File: src/rtl/spi_arbiter.sv
// Round-robin owner arbitration for the shared SPI write path (data fifo, request queue, engine).
// An owner gets one start pulse per grant; the grant is dropped on done, timeout, or abort.
module spi_arbiter #(
  parameter int NREQ    = 4,
  parameter int TIMEOUT = 50000,
  parameter int IDW     = 2
) (
  input  logic            clk,
  input  logic            rst,
  input  logic [NREQ-1:0] req_i,
  input  logic [NREQ-1:0] release_i,
  output logic [NREQ-1:0] grant_o,
  output logic [IDW-1:0]  owner_o,
  output logic            spi_start_o,
  input  logic            spi_busy_i,
  input  logic            spi_done_i,
  output logic [7:0]      status_o,
  output logic            busy_o
);

  localparam int CW = $clog2(TIMEOUT + 1);
  localparam logic [CW-1:0] CNT_LAST = CW'(TIMEOUT - 1);
  localparam logic [CW-1:0] CNT_MAX  = '1;
  localparam logic [7:0] ST_OK      = 8'h00;
  localparam logic [7:0] ST_TIMEOUT = 8'h3A;
  localparam logic [7:0] ST_ABORT   = 8'h3B;

  typedef enum logic [1:0] {IDLE, GRANT, WAIT_DONE, RELEASE} state_t;

  state_t            state, state_d;
  logic [IDW-1:0]    rr, rr_d, owner_d, sel;
  logic [NREQ-1:0]   grant_d;
  logic [CW-1:0]     cnt, cnt_d;
  logic [7:0]        status_d;
  logic              start_d, own_rel, own_req, tmo, hi_found, lo_found;
  logic [IDW-1:0]    hi_sel, lo_sel;

  // grant_o is one-hot on the owner while held, so masking avoids a variable index
  assign own_rel = |(release_i & grant_o);
  assign own_req = |(req_i & grant_o);
  assign tmo     = (cnt == CNT_LAST);
  assign busy_o  = (state != IDLE);

  // First requester at or after rr; otherwise the lowest one (wrap-around)
  always_comb begin
    hi_found = 1'b0;
    lo_found = 1'b0;
    hi_sel   = '0;
    lo_sel   = '0;
    for (int j = NREQ - 1; j >= 0; j--) begin
      if (req_i[j]) begin
        lo_found = 1'b1;
        lo_sel   = IDW'(j);
        if (j >= int'(rr)) begin
          hi_found = 1'b1;
          hi_sel   = IDW'(j);
        end
      end
    end
    sel = hi_found ? hi_sel : lo_sel;
  end

  always_ff @(posedge clk or negedge rst) begin
    if (!rst) begin
      state       <= IDLE;
      grant_o     <= '0;
      owner_o     <= '0;
      spi_start_o <= 1'b0;
      status_o    <= ST_OK;
      rr          <= '0;
      cnt         <= '0;
    end else begin
      state       <= state_d;
      grant_o     <= grant_d;
      owner_o     <= owner_d;
      spi_start_o <= start_d;
      status_o    <= status_d;
      rr          <= rr_d;
      cnt         <= cnt_d;
    end
  end

  always_comb begin
    state_d = state;
    case (state)
      IDLE:      if (lo_found && !spi_busy_i) state_d = GRANT;
      GRANT:     if (tmo || !own_req) state_d = RELEASE;
                 else if (own_rel) state_d = WAIT_DONE;
      WAIT_DONE: if (spi_done_i || tmo) state_d = RELEASE;
      RELEASE:   state_d = IDLE;
      default:   state_d = IDLE;
    endcase
    // release wins over a same-cycle request drop
    if (state == GRANT && !tmo && own_rel) state_d = WAIT_DONE;
  end

  always_comb begin
    grant_d  = grant_o;
    owner_d  = owner_o;
    start_d  = 1'b0;
    status_d = status_o;
    rr_d     = rr;
    cnt_d    = cnt;
    if ((state == GRANT || state == WAIT_DONE) && cnt != CNT_MAX) cnt_d = cnt + CW'(1);
    case (state)
      IDLE: if (lo_found && !spi_busy_i) begin
        grant_d = NREQ'(1) << sel;
        owner_d = sel;
        cnt_d   = '0;
      end
      GRANT: begin
        if (tmo) begin
          status_d = ST_TIMEOUT;
          grant_d  = '0;
        end else if (own_rel) begin
          start_d = 1'b1;
        end else if (!own_req) begin
          status_d = ST_ABORT;
          grant_d  = '0;
        end
      end
      WAIT_DONE: begin
        if (spi_done_i) begin
          status_d = ST_OK;
          grant_d  = '0;
        end else if (tmo) begin
          status_d = ST_TIMEOUT;
          grant_d  = '0;
        end
      end
      RELEASE: rr_d = (int'(owner_o) == NREQ - 1) ? '0 : owner_o + IDW'(1);
      default: grant_d = '0;
    endcase
  end

endmodule

File: config.mk
export PLATFORM = sky130hd
export DESIGN_NAME = spi_arbiter
export DESIGN_NICKNAME = d
export VERILOG_FILES = /design/src/rtl/spi_arbiter.sv
export SDC_FILE = /design/constraint.sdc
export NUM_CORES = 1
export LEC_CHECK = 0
export ABC_AREA = 0
export CAP_MARGIN = 20
export CORE_MARGIN = 2
export CORE_UTILIZATION = 55
export CTS_BUF_LIST = sky130_fd_sc_hd__clkbuf_4
export DETAILED_ROUTE_END_ITERATION = 10
export GPL_TIMING_DRIVEN = 0
export PLACE_DENSITY = 0.82
export SYNTH_ARGS = -nofsm -noshare
export SYNTH_HDL_FRONTEND = slang
export SYNTH_SLANG_ARGS = --single-unit
File: constraint.sdc
create_clock -name clk -period 2.2 [get_ports clk]
set_input_delay 0.44 -clock clk [delete_from_list [all_inputs] [get_ports clk]]
set_output_delay 0.44 -clock clk [all_outputs]
set_load 0.01 [all_outputs]
# ---- Word-level counts from Yosys, hierarchy flattened
# Index checks and enable logic that the tools add are counted.
dict set report op_classes {
  addsub 2
  mul 0
  div 0
  n_lt_le_gt_ge 3
  eq_ne 13
  shift 1
  muxes 47
  bitwise 2
  n_reduce_logical 20
}
# cell n
set ops {}
lappend ops {{16-bit 2-to-1 mux} 3}
lappend ops {{8-bit 2-to-1 mux} 5}
lappend ops {{2-bit 2-to-1 mux} 17}
lappend ops {{4-bit 2-to-1 mux} 6}
lappend ops {{16-bit by 1-bit adder with 16-bit output (second input constant)} 1}
lappend ops {{16-bit == test (second input constant)} 1}
lappend ops {{16-bit != test (second input constant)} 1}
lappend ops {{8-bit one-hot mux with 2 select lines} 1}
lappend ops {{3-bit != test (second input constant)} 5}
lappend ops {{1-bit 2-to-1 mux} 13}
lappend ops {{4-bit one-hot mux with 3 select lines} 1}
lappend ops {{4-bit AND} 2}
lappend ops {{2-bit one-hot mux with 4 select lines} 1}
lappend ops {{4-bit OR reduction} 2}
lappend ops {{5-bit AND reduction} 1}
lappend ops {{2-bit by 1-bit == test with 1-bit output (second input constant)} 2}
lappend ops {{2-bit == test (second input constant)} 2}
lappend ops {{1-bit by 2-bit >= comparator with 1-bit output (first input constant)} 2}
lappend ops {{1-bit logical AND} 4}
lappend ops {{4-bit by 3-bit != test with 1-bit output (second input constant)} 1}
lappend ops {{4-bit AND reduction} 1}
lappend ops {{2-bit nonzero test} 2}
lappend ops {{1-bit by 2-bit left shift with 4-bit output (first input constant)} 1}
lappend ops {{1-bit zero test} 3}
lappend ops {{other kinds (8)} 10}
dict set report word_totals {
  register_bits 35
  latch_bits 0
  ramBits 0
  rom_bits 0
  inputBits 12
  out_inout_bits 16
  word_cells 95
  n_memories 0
}

# ---- Depth between registers and ports, before layout
dict set report depth {
  ltp_word 11
  ltp_mapped 7
  ltp_nobuf 7
}

# ---- Least setup slack after synthesis
# OpenSTA, ideal clock, no wires.
dict set report synth_timing {
  path_type {register -> register}
  start {register cnt[0]}
  end {register grant_o[1]}
  setup_time_ns 0.125
  t_arrival_ns 1.768
  required_time_ns 2.075
  slack_ns 0.307
  path_stages_with_launch 7
  path_buffers 0
  period_less_slack_ns 1.893
  path_cell_list {dfrtp_1 -> ha_1 -> nand3_1 -> nand4bb_1 -> o211a_2 -> a211oi_4 -> mux2_2}
}
dict set report synth_between {
  elab_chain_cells 3
  word_cells_on_any_way 7
  classes_between {4 x eq/ne; 2 x mux; 1 x reduce/logical}
}
# element line
set synth_rtl {}
lappend synth_rtl {{from (decl)} 33} ;# logic [CW-1:0] cnt, cnt_d;
lappend synth_rtl {{from (signal assigned)} 79} ;# cnt <= cnt_d;
lappend synth_rtl {{16-bit == test *} 41} ;# assign tmo = (cnt == CNT_LAST);
lappend synth_rtl {{3-bit != test (no line) / 4-bit 2-to-1 mux (equally long branches)} -}
lappend synth_rtl {{5-bit AND reduction (no line) / 4-bit one-hot mux with 3 select lines (equally long branches)} -}
lappend synth_rtl {{to (signal assigned)} 74} ;# grant_o <= grant_d;
lappend synth_rtl {{to (decl)} 12} ;# output logic [NREQ-1:0] grant_o,
# Mark *: on every way between the ends. The rest lies on a longest branch, timed or not.
# A chain may end at the register's enable or synchronous reset.

# ---- Worst setup path after layout
dict set report layout_timing {
  start {register cnt[0]}
  end {register grant_o[3]}
}
# The elaborated chain is that of the path after synthesis.

==> impl_metrics.json <==
{
  "status": "finished clean",
  "grt_pass1_vias": 1446,
  "ys_types": 45,
  "rows": 20,
  "cts-root-buf": "clkbuf_4",
  "avgSynthCellArea_um2": 9.51,
  "synth-seq-area-share": 0.424,
  "grt.total_usage": 0.241,
  "routedWlPerCell_um": 14.8,
  "cp-start-kind": "flop",
  "nets": 236,
  "crit_type": "reg -> reg",
  "hold_slack_ns": 0.455,
  "maxSlewHeadroom": 0.628,
  "portBuffers": 24,
  "skew_ns": 0.00969,
  "hold_violations": 0,
  "ant_nets": 0,
  "rsz0062_at_grt": "no",
  "dpl_cell_area_mm2": 0.00203,
  "post-route-drc-count": 0,
  "worstSkewPairLatency_ns": 0.33,
  "diodes": 0,
  "netlist_top_cells_area": "dfrtp_1, ha_1, xnor2_1",
  "critPathBufInv": 0,
  "io_pins": 28,
  "syn2layout_area_growth_pct": 24.8,
  "antenna_found_initial": 0,
  "cap_viol_max_count": 0,
  "async_flop_share": 1.00,
  "drt_iter0_drc": 84,
  "synth-seq-cells": 29,
  "cp_data_arrival_time_ns": 2.32,
  "path_clk_slew_ns": 0.09,
  "required_ns": 2.42,
  "ctsLongestPathBuffers": 2,
  "dieArea_mm2": 0.00357,
  "vdd_drop_max_mv": 0.602,
  "crit_chain": "ha_1 -> nand3_2 -> nand4bb_1 -> o211a_2 -> a211oi_4 -> mux2_2",
  "core_area_mm2": 0.00300,
  "htreeDepth": 2,
  "hpwlAfterDp_mm": 2.69,
  "synth_top_area_frac": 0.424,
  "period_needed_ns": 2.11,
  "synthFlopType": "dfrtp_1",
  "fin_crit_sh": 0.957,
  "ctsHoldBuffers": 0,
  "vias": 1453,
  "r2r_cells": 6,
  "tightest_slew_ns": 0.551,
  "drt_pass1_iterations": 4,
  "die_w_um": 59.8,
  "max_stage_delay_ns": 0.41,
  "postLayoutCellArea_mm2": 0.00214,
  "synth_area_mm2": 0.00171,
  "r2r_slack_ns": 0.09,
  "grt_max_degree": 21,
  "layout-drive-gt1-share": 0.165,
  "fmax_ghz": 0.475,
  "initial_core_util": 0.570,
  "worstReg2RegStart": "cnt[0]$_DFF_PN0_",
  "clkSinkCount": 29,
  "cts_made_buffers": 5,
  "grt_first_pass_wirelength_mm": 6.28,
  "final-max-slew-violation-count": 0,
  "gp_congestion": 0.825,
  "fp.dieH_um": 59.8,
  "synth_edf_count": 0,
  "grt.overflow.total": 0,
  "finalSetupViolations": 0,
  "crit_path_max_fanout": 7,
  "reg2reg_to": "grant_o[3]$_DFFE_PN0P_",
  "power.density_mw_per_mm2": 1140,
  "cellLeakagePower_nw": 0.931,
  "yosys-top-cells-count": "dfrtp_1, nor2_1, nand2_1",
  "cpLargestDelayFamily": "compound AO/OA/AOI/OAI gates",
  "cp-end-kind": "flop",
  "hold_class": "in -> async",
  "synth_most_common_cell": "dfrtp_1",
  "drt_wl_total_mm": 3.71,
  "cp_slowest_cell": "dfrtp_1",
  "yosysTopAreaCell": "dfrtp_1",
  "cts_tree": "done",
  "yosysWarnings": 0,
  "post_drt_via_cell_ratio": 5.79,
  "synth_cells": 180
}
==> flip-flops by register name (all words and copies together) (netlist names) <==
signal and flops:
cnt 16, owner_o 2, grant_o 4, spi_start_o 1, state 2, rr 2, status_o 2
==> metrics by stage <==
stage / worst slack, ns / util / cells / total power, mW / TNS (ns)
3_3_place_gp: -0.242 / 0.666 / 239 / 1.97 / -2.83
6_report: 0.0935 / 0.711 / 251 / 2.43 / 0
3_5_place_dp: -0.304 / 0.675 / 240 / 2.03 / -3.48
2_1_floorplan: 0.307 / - / 182 / 1.63 / 0
5_1_grt: 0.0115 / 0.711 / 251 / 2.62 / 0
4_1_cts: 0.00429 / 0.700 / 249 / 2.41 / 0
==> worst max-delay path by stage <==
stage	to	cells after the start	start	slack, ns
2_1_floorplan	grant_o[1]$_DFFE_PN0P_	6	cnt[0]$_DFF_PN0_	0.31
3_3_place_gp	cnt[9]$_DFF_PN0_	5	req_i[1]	-0.24
3_5_place_dp	cnt[9]$_DFF_PN0_	5	req_i[1]	-0.30
4_1_cts	busy_o	4	state[0]$_DFFE_PN0P_	0.004
5_1_grt	grant_o[3]$_DFFE_PN0P_	6	cnt[1]$_DFF_PN0_	0.01
6_report	grant_o[3]$_DFFE_PN0P_	6	cnt[0]$_DFF_PN0_	0.09
==> what timing repair did <==
action / 4_1_cts / 5_1_grt
gates resized for setup: 2 / 4
buffers inserted: 1 / 2
setup endpoints to repair: 11 / 5
pin swaps: 0 / 0
==> placed cells by master, fill, tap and decap left out, drive strengths merged, types with 6 or more instances in the layout <==
master and count:
o21ai 11, mux2 6, dfrtp 29, inv 10, buf 11, nor2 20, clkdlybuf4s50 23, nand2 12
ha 7, clkbuf 9, nor3 8, a21oi 6, xnor2 10
==> per-layer routing <==
metal,vias up,track usage,share of wire
li1,706,-,-
met1,705,0.256,0.41
met2,38,0.432,0.54
met3,4,0.0736,0.042
met4,0,0.111,0.011
met5,-,0,0
==> report_power, final <==
group	switching (mW)	internal [mW]	total (mW)
logic	0.650	0.627	1.28
clock network	0.181	0.164	0.345
registers	0.136	0.673	0.810
total	0.966	1.46	2.43
==> cells by family after synthesis <==
kind of cell | synth area share
AND/OR/NAND/NOR | 0.208
AO/OA/AOI/OAI | 0.149
flip-flops | 0.424
buffers and inverters | 0.0534
XOR/XNOR | 0.0614
multiplexers | 0.0512
adder cells (fa/ha/maj) | 0.0512
other | 0.00219
==> final cells by class <==
class	instances	area, µm²
flip-flops and latches	29	726
multi-input cells	135	925
well taps	33	41.3
fillers	218	867
inverters	10	37.5
repair buffers	28	293
plain buffers	8	53.8
clock buffers	8	60.1
Power figures use the tool's default switching activity.
